## src/rtl/id_imm_stage.sv

```systemverilog
// Decode-side immediate stage: classifies RV32I opcodes, selects/composes the
// immediate and holds instructions in a 2-entry skid-buffered output stage.
module id_imm_stage #(
    parameter int DATA_WIDTH = 32,
    parameter int CNT_WIDTH  = 16
) (
    input  logic                  clk,
    input  logic                  rst_n,
    input  logic                  flush_i,
    input  logic                  in_valid_i,
    output logic                  in_ready_o,
    input  logic [DATA_WIDTH-1:0] in_instr_i,
    input  logic [DATA_WIDTH-1:0] in_pc_i,
    output logic [2:0]            ImmSrc_o,
    input  logic [DATA_WIDTH-1:0] imm_ext_i,
    output logic                  out_valid_o,
    input  logic                  out_ready_i,
    output logic [DATA_WIDTH-1:0] out_instr_o,
    output logic [DATA_WIDTH-1:0] out_pc_o,
    output logic [DATA_WIDTH-1:0] out_imm_o,
    output logic                  out_has_imm_o,
    output logic                  out_illegal_o,
    output logic [CNT_WIDTH-1:0]  stall_cnt_o
);

    localparam logic [2:0] SIGN_EXTEND_I  = 3'b000;
    localparam logic [2:0] SIGN_EXTEND_S  = 3'b001;
    localparam logic [2:0] SIGN_EXTEND_B  = 3'b010;
    localparam logic [2:0] SIGN_EXTEND_U  = 3'b011;
    localparam logic [2:0] SIGN_EXTEND_I5 = 3'b100;

    typedef enum logic [1:0] {
        CLS_EXT     = 2'd0,
        CLS_J       = 2'd1,
        CLS_NONE    = 2'd2,
        CLS_ILLEGAL = 2'd3
    } cls_e;

    cls_e                  cls_s;
    logic [DATA_WIDTH-1:0] j_imm_s;
    logic [DATA_WIDTH-1:0] in_imm_s;
    logic                  in_has_imm_s;
    logic                  in_illegal_s;
    logic                  accept_s;
    logic                  drain_s;
    logic                  m_load_s;

    logic                  m_valid_q, m_valid_d;
    logic [DATA_WIDTH-1:0] m_instr_q, m_instr_d;
    logic [DATA_WIDTH-1:0] m_pc_q,    m_pc_d;
    logic [DATA_WIDTH-1:0] m_imm_q,   m_imm_d;
    logic                  m_has_q,   m_has_d;
    logic                  m_ill_q,   m_ill_d;
    logic                  k_valid_q, k_valid_d;
    logic [DATA_WIDTH-1:0] k_instr_q, k_instr_d;
    logic [DATA_WIDTH-1:0] k_pc_q,    k_pc_d;
    logic [DATA_WIDTH-1:0] k_imm_q,   k_imm_d;
    logic                  k_has_q,   k_has_d;
    logic                  k_ill_q,   k_ill_d;
    logic [CNT_WIDTH-1:0]  cnt_q,     cnt_d;

    // Opcode classification and extender select (J/none/illegal use the I code).
    always_comb begin
        cls_s    = CLS_EXT;
        ImmSrc_o = SIGN_EXTEND_I;
        case (in_instr_i[6:0])
            7'b0000011, 7'b1100111, 7'b0001111, 7'b1110011: ImmSrc_o = SIGN_EXTEND_I;
            7'b0010011: begin
                if ((in_instr_i[14:12] == 3'b001) || (in_instr_i[14:12] == 3'b101)) begin
                    ImmSrc_o = SIGN_EXTEND_I5;
                end else begin
                    ImmSrc_o = SIGN_EXTEND_I;
                end
            end
            7'b0100011:             ImmSrc_o = SIGN_EXTEND_S;
            7'b1100011:             ImmSrc_o = SIGN_EXTEND_B;
            7'b0110111, 7'b0010111: ImmSrc_o = SIGN_EXTEND_U;
            7'b1101111:             cls_s    = CLS_J;
            7'b0110011:             cls_s    = CLS_NONE;
            default:                cls_s    = CLS_ILLEGAL;
        endcase
    end

    assign j_imm_s = {{12{in_instr_i[31]}}, in_instr_i[19:12], in_instr_i[20],
                      in_instr_i[30:21], 1'b0};

    // Final immediate and flags for the incoming instruction.
    always_comb begin
        in_imm_s     = imm_ext_i;
        in_has_imm_s = 1'b1;
        in_illegal_s = 1'b0;
        case (cls_s)
            CLS_EXT:  in_imm_s = imm_ext_i;
            CLS_J:    in_imm_s = j_imm_s;
            CLS_NONE: begin
                in_imm_s     = {DATA_WIDTH{1'b0}};
                in_has_imm_s = 1'b0;
            end
            default: begin
                in_imm_s     = {DATA_WIDTH{1'b0}};
                in_has_imm_s = 1'b0;
                in_illegal_s = 1'b1;
            end
        endcase
    end

    assign in_ready_o = ~k_valid_q;
    assign accept_s   = in_valid_i & ~k_valid_q;
    assign drain_s    = m_valid_q & out_ready_i;
    assign m_load_s   = ~m_valid_q | drain_s;

    // Skid-buffer next state: K always refills M first, keeping FIFO order.
    always_comb begin
        m_valid_d = m_valid_q;
        m_instr_d = m_instr_q;
        m_pc_d    = m_pc_q;
        m_imm_d   = m_imm_q;
        m_has_d   = m_has_q;
        m_ill_d   = m_ill_q;
        k_valid_d = k_valid_q;
        k_instr_d = k_instr_q;
        k_pc_d    = k_pc_q;
        k_imm_d   = k_imm_q;
        k_has_d   = k_has_q;
        k_ill_d   = k_ill_q;
        if (flush_i) begin
            m_valid_d = 1'b0;
            k_valid_d = 1'b0;
        end else if (m_load_s) begin
            if (k_valid_q) begin
                m_valid_d = 1'b1;
                m_instr_d = k_instr_q;
                m_pc_d    = k_pc_q;
                m_imm_d   = k_imm_q;
                m_has_d   = k_has_q;
                m_ill_d   = k_ill_q;
                k_valid_d = 1'b0;
            end else if (accept_s) begin
                m_valid_d = 1'b1;
                m_instr_d = in_instr_i;
                m_pc_d    = in_pc_i;
                m_imm_d   = in_imm_s;
                m_has_d   = in_has_imm_s;
                m_ill_d   = in_illegal_s;
            end else begin
                m_valid_d = 1'b0;
            end
        end else if (accept_s) begin
            k_valid_d = 1'b1;
            k_instr_d = in_instr_i;
            k_pc_d    = in_pc_i;
            k_imm_d   = in_imm_s;
            k_has_d   = in_has_imm_s;
            k_ill_d   = in_illegal_s;
        end else begin
            k_valid_d = k_valid_q;
        end
    end

    // Saturating backpressure counter; flush does not touch it.
    always_comb begin
        cnt_d = cnt_q;
        if (m_valid_q && !out_ready_i && (cnt_q != {CNT_WIDTH{1'b1}})) begin
            cnt_d = cnt_q + {{(CNT_WIDTH-1){1'b0}}, 1'b1};
        end else begin
            cnt_d = cnt_q;
        end
    end

    // State registers.
    always_ff @(posedge clk or negedge rst_n) begin
        if (!rst_n) begin
            m_valid_q <= 1'b0;
            m_instr_q <= {DATA_WIDTH{1'b0}};
            m_pc_q    <= {DATA_WIDTH{1'b0}};
            m_imm_q   <= {DATA_WIDTH{1'b0}};
            m_has_q   <= 1'b0;
            m_ill_q   <= 1'b0;
            k_valid_q <= 1'b0;
            k_instr_q <= {DATA_WIDTH{1'b0}};
            k_pc_q    <= {DATA_WIDTH{1'b0}};
            k_imm_q   <= {DATA_WIDTH{1'b0}};
            k_has_q   <= 1'b0;
            k_ill_q   <= 1'b0;
            cnt_q     <= {CNT_WIDTH{1'b0}};
        end else begin
            m_valid_q <= m_valid_d;
            m_instr_q <= m_instr_d;
            m_pc_q    <= m_pc_d;
            m_imm_q   <= m_imm_d;
            m_has_q   <= m_has_d;
            m_ill_q   <= m_ill_d;
            k_valid_q <= k_valid_d;
            k_instr_q <= k_instr_d;
            k_pc_q    <= k_pc_d;
            k_imm_q   <= k_imm_d;
            k_has_q   <= k_has_d;
            k_ill_q   <= k_ill_d;
            cnt_q     <= cnt_d;
        end
    end

    assign out_valid_o   = m_valid_q;
    assign out_instr_o   = m_instr_q;
    assign out_pc_o      = m_pc_q;
    assign out_imm_o     = m_imm_q;
    assign out_has_imm_o = m_has_q;
    assign out_illegal_o = m_ill_q;
    assign stall_cnt_o   = cnt_q;

endmodule

```

## config.mk

```make
export PLATFORM = sky130hd
export DESIGN_NAME = id_imm_stage
export DESIGN_NICKNAME = d
export VERILOG_FILES = /design/src/rtl/id_imm_stage.sv
export SDC_FILE = /design/constraint.sdc
export NUM_CORES = 1
export LEC_CHECK = 0
export CAP_MARGIN = 40
export CORE_MARGIN = 2
export CORE_UTILIZATION = 40
export CTS_BUF_LIST = sky130_fd_sc_hd__clkbuf_8
export DETAILED_ROUTE_END_ITERATION = 7
export PLACE_DENSITY = 0.66
export SYNTH_ARGS = -nofsm -noshare
export SYNTH_HDL_FRONTEND = slang
export SYNTH_SLANG_ARGS = --single-unit
```

## constraint.sdc

```tcl
create_clock -name clk -period 2.5 [get_ports clk]
set_clock_uncertainty 0.2 [all_clocks]
set_input_delay 0.5 -clock clk [delete_from_list [all_inputs] [get_ports clk]]
set_output_delay 0.5 -clock clk [all_outputs]
set_load 0.005 [all_outputs]
```

======== After elaboration in Yosys (flattened, before gate mapping) ========
Index checks and enable logic that the tools add are counted.
word-level totals
  bits in registers ....................... 214
  bits in latches ......................... 0
  memory bits (writable) .................. 0
  ROM bits ................................ 0
  output and inout port bits .............. 119
  memories kept ........................... 0
cells by class
  $add $sub $neg .......................... 1
  multiply operators ...................... 0
  divide/modulo/power cells ............... 0
  magnitude comparators ................... 0
  equal/unequal tests ..................... 16
  shift operators ......................... 0
  mux-type cells .......................... 23
  bitwise operators ....................... 7
  reduce and logical (&&, ||, !) cells .... 14
operators with widths
  cell                                           number
  two-way mux 32 bit                             6
  one-hot mux 32 bit (2 select lines)            1
  == test 7 bit, second input constant           4
  == test 7 x 6 -> 1 bit, second input constant  3
  adder 16 x 1 -> 16 bit, second input constant  1
  inequality test 16 bit, second input constant  1
  == test 7 x 5 -> 1 bit, second input constant  2
  two-way mux 1 bit                              13
  one-hot mux 3 bit (4 select lines)             1
  OR reduction 9 bit                             1
  == test 7 x 2 -> 1 bit, second input constant  1
  == test 7 x 4 -> 1 bit, second input constant  1
  one-hot mux 2 bit (3 select lines)             1
  AND reduction 3 bit                            2
  inverter 1 bit                                 4
  nonzero test 2 bit                             2
  OR reduction 2 bit                             2
  == test 3 x 1 -> 1 bit, second input constant  1
  == test 3 bit, second input constant           1
  two-way mux 3 bit                              1
  nonzero test 3 bit                             1
  OR reduction 3 bit                             1
  AND 1 bit                                      2
  == test 2 x 1 -> 1 bit, second input constant  1
  other kinds (6)                                7

======== Depth between registers and ports, before layout ========
  depth in word-level cells ............... 8
  gate-level depth with buffers ........... 8

======== Worst setup path after synthesis ========
No wires, ideal clock.
  path type ............................... input to register
  start point ............................. in in_instr_i[2]
  end point ............................... reg m_imm_q[18] (netlist: out_imm_o[18])
  library setup time ...................... 94 ps
  data arrival time ....................... 1,887 ps
  data required time ...................... 2,206 ps
  path slack .............................. 319 ps
  stages on the path ...................... 7
  buffers on the path ..................... 3
  path through ............................ buf_2 > nor2b_1 > and4_1 > buf_2 > clkbuf_1 > a32oi_1 > a211oi_1
on the way
  longest elaborated chain between the ends .. 7
  elaborated cells on any way between the ends .. 18
  classes of those cells .................. eq/ne: 12; mux: 4; reduce/logical: 2
RTL lines
  element                                                             line  RTL
  start, declared                                                     12    input logic [DATA_WIDTH-1:0] in_instr_i,
  == test 7 x 5 -> 1 bit (tied with other cells)                      66    case (in_instr_i[6:0])
  OR reduction 9 bit (no line)                                        n/a
  one-hot mux 2 bit (3 select lines) *                                66
  == test 2 x 1 -> 1 bit / logical NOT 2 bit (equally long branches)  92    case (cls_s)
  one-hot mux 32 bit (2 select lines) *                               92
  two-way mux 32 bit *                                                138   end else if (accept_s) begin
  two-way mux 32 bit *                                                130   if (k_valid_q) begin
  end signal, assigned                                                176   m_imm_q <= {DATA_WIDTH{1'b0}};
  end signal, assigned                                                190   m_imm_q <= m_imm_d;
  end, declared                                                       51    logic [DATA_WIDTH-1:0] m_imm_q, m_imm_d;
Mark *: on every way between the ends. The rest lies on a longest branch, timed or not. The select of a mux whose other input is x is not followed.
A chain may end at the register's enable or synchronous reset.

======== Final worst setup path ========
  start point ............................. in in_instr_i[5]
  end point ............................... out ImmSrc_o[2]
on the way
  longest elaborated chain between the ends .. 3
  elaborated cells on any way between the ends .. 7
  classes of those cells .................. eq/ne: 5; mux: 1; reduce/logical: 1
RTL lines
  element                                                                  line  RTL
  == test 7 x 6 -> 1 bit / == test 7 x 5 -> 1 bit (equally long branches)  66
  OR reduction 2 bit                                                       n/a
  one-hot mux 3 bit (4 select lines) *                                     66
  end, declared                                                            14    output logic [2:0] ImmSrc_o,
Mark *: on every way between the ends. The rest lies on a longest branch, timed or not.

==> results.json <==
{
  "status": "completed",
  "synth_ff_type": "dfrtp_1",
  "worst_pin_slew_ns": 0.8658,
  "crit_path_end_kind": "output pin",
  "crit_type": "in2out",
  "ys_seq_area_frac": 0.5756,
  "viasPerCell": 5.133,
  "synth_edf_count": 0,
  "clockBufferDepth": 3,
  "grt_pass1_vias": 7895,
  "setup_viol": 0,
  "cts_buffers": 38,
  "io_pins": 220,
  "track_usage": 0.2143,
  "nets": 1332,
  "post_drt_wl_per_cell_microns": 16.70,
  "clk_pin_slew_ns": 0.05,
  "p_leak_uw": 0.005729,
  "cts_tree": "built",
  "grt_max_degree": 57,
  "slew-limit-headroom": 0.4228,
  "die-width_microns": 156.5,
  "syn_avg_cell_area_sq_um": 9.552,
  "synth.area.top_cells": "dfrtp_1 58%, nand2_1 11%, mux2i_1 6.9%",
  "grt-ovfl-total": 0,
  "vias": 7900,
  "arrival_ns": 1.72,
  "crit_family": "buffers and inverters",
  "finalCriticalPeriod_ns": 2.419,
  "crit_chain": "clkdlybuf4s50_1 -> or2_2 -> nor4_2 -> dlygate4sd2_1",
  "synthCells": 974,
  "place.port_buffers": 219,
  "worst_hold_path.num_cells": 4,
  "yosys.cell_types.count": 44,
  "yosysTopAreaCellShare": 0.5756,
  "drc": 0,
  "vdd_drop_max_mv": 0.6043,
  "p_per_area_nw_per_um2": 744.7,
  "synth_most_common_cell": "nand2_1",
  "rsz0062_at_grt": "false",
  "drt-total-wl_mm": 25.70,
  "hold_ws_ns": 0.2687,
  "synth_area_sq_um": 9304,
  "grt_pass1_wl_mm": 41.56,
  "dp.final_hpwl_mm": 17.49,
  "cp_slowest_cell": "clkdlybuf4s50_1",
  "antenna_found_initial": 1,
  "final_core_util": 0.5750,
  "synthTopCellsByCount": "268 x nand2_1, 214 x dfrtp_1, 86 x nor2_1",
  "max_stage_delay_ns": 0.45,
  "fin_area_sq_um": 13060,
  "rows": 55,
  "clk_latency_ns": 0.52,
  "cp_num_buf_inv": 2,
  "cp_max_fo": 3,
  "start_util": 0.4097,
  "max_freq_mhz": 413.4,
  "report.final.hold_viol_count": 0,
  "cp.required_ns": 1.80,
  "hold_path.class": "in2reg",
  "drt-pass1-iter-count": 5,
  "syn_nets": 1076,
  "startpoint_type": "input port",
  "ant_nets": 0,
  "routabilityCongestion": 0.7949,
  "rr_worst_depth": 6,
  "drtIter0Drc": 385,
  "htreeDepth": 2,
  "core-area_sq_um": 22710,
  "critical_path_depth": 4,
  "yosysTopAreaCell": "dfrtp_1",
  "clock-root-buffer": "clkbuf_8",
  "maxCapViolations": 0,
  "drv_slew": 0,
  "cts_num_sinks": 214,
  "dieArea_sq_um": 24500,
  "synth-seq-cells": 214,
  "async_flop_share": 1.000,
  "fin_crit_sh": 0.9676,
  "layout-drive-gt1-share": 0.1109,
  "die_h_microns": 156.5,
  "area_growth_pct": 40.34,
  "ys_warn_count": 0,
  "place_area_sq_um": 12240
}
[report_power, final]
| group | internal (uW) | switching (uW) |
|---|---|---|
| Combinational | 1080 | 822 |
| Clock | 1890 | 1400 |
| Sequential | 4130 | 397 |
[placed cells by master, fill, tap and decap left out, types with 3 or more instances in the layout]
master	Yosys	final
mux2i_1	64	64
nand4_1	5	5
and4_1	3	3
dlygate4sd2_1	0	4
a32oi_1	19	19
buf_12	0	12
clkdlybuf4s50_1	0	212
nor3_1	34	34
nand2_1	268	268
a31oi_1	12	12
o21ai_0	71	71
xor2_1	6	6
a211oi_1	31	31
clkbuf_8	0	54
inv_1	1	7
nand3_1	21	20
nor2_1	86	85
a21oi_1	31	31
xnor2_1	8	8
dfrtp_1	214	213
buf_4	1	53
[through the flow]
stage,total power [uW],std cells,TNS [ns],setup slack (ns)
final,9725,1539,0,0.08105
after global routing,10310,1538,0,0.00003653
after CTS,9864,1538,-0.07406,-0.07406
after detailed placement,6507,1474,-18.52,-0.3982
after global placement,6450,1474,-16.27,-0.3725
after floorplan,5274,974,0,0.3192
[sequential cells by signal, summed over array words and instances (netlist names)]
register and cells:
out_illegal_o 1, k_pc_q 32, out_instr_o 32, k_imm_q 32
k_has_q 1, stall_cnt_o 16, out_has_imm_o 1, out_pc_o 32
k_instr_q 32, out_imm_o 32, out_valid_o 1, k_ill_q 1
k_valid_q 1
[tightest hold or removal path: stages]
cell,delay [ns]
dlymetal6s2s_1,0.17
buf_4,0.16
nand2_1,0.05
nand2_1,0.05
[logic make-up after synthesis]
logic type / synth area share
DFF: 0.5756
AOI/OAI and AO/OA: 0.1155
adders and majority gates: 0.002555
xor gates and xnor gates: 0.01318
muxes: 0.07006
buffers and inverters: 0.03214
and+or+nand+nor: 0.1910
[layer usage]
layer  vias up  global-route usage  share of wire
met2       253              0.3451           0.47
li1       3830                   -              -
met1      3756              0.2743           0.42
met5         -                   0        0.00047
met4         2             0.07471          0.029
met3        59             0.06674          0.081
[what timing repair did]
item | CTS | global route
hold buffers | 1 | 0
endpoints found under the setup margin | 3 | 3
hold endpoints to repair | 45 | 0
setup buffers | 0 | 0
resized for setup | 9 | 4
pin swaps | 0 | 0
[final cells by class]
cell class,count,area [sq um]
diodes,1,2.502
well taps,285,356.6
fillers,1992,9652
flip-flops and latches,214,5359
clock buffers,54,743.2
inverters,3,11.26
clock inverters,9,40.04
repair buffers,285,2843
multi-input cells,688,3702
[worst paths after layout]
check	end	from	slack, ns
worst max-delay path	ImmSrc_o[2]	in_instr_i[5]	0.08
worst min-delay path	k_instr_q[4]	in_instr_i[4]	0.27
worst max register to register	stall_cnt_o[15]	stall_cnt_o[0]	0.39
worst min register to register	k_pc_q[6]	k_pc_q[6]	0.27
max in group asynchronous	k_imm_q[8]	rst_n	1.13
min in group asynchronous	k_imm_q[14]	rst_n	0.31
No activity file was read; power rests on OpenSTA's default activity.
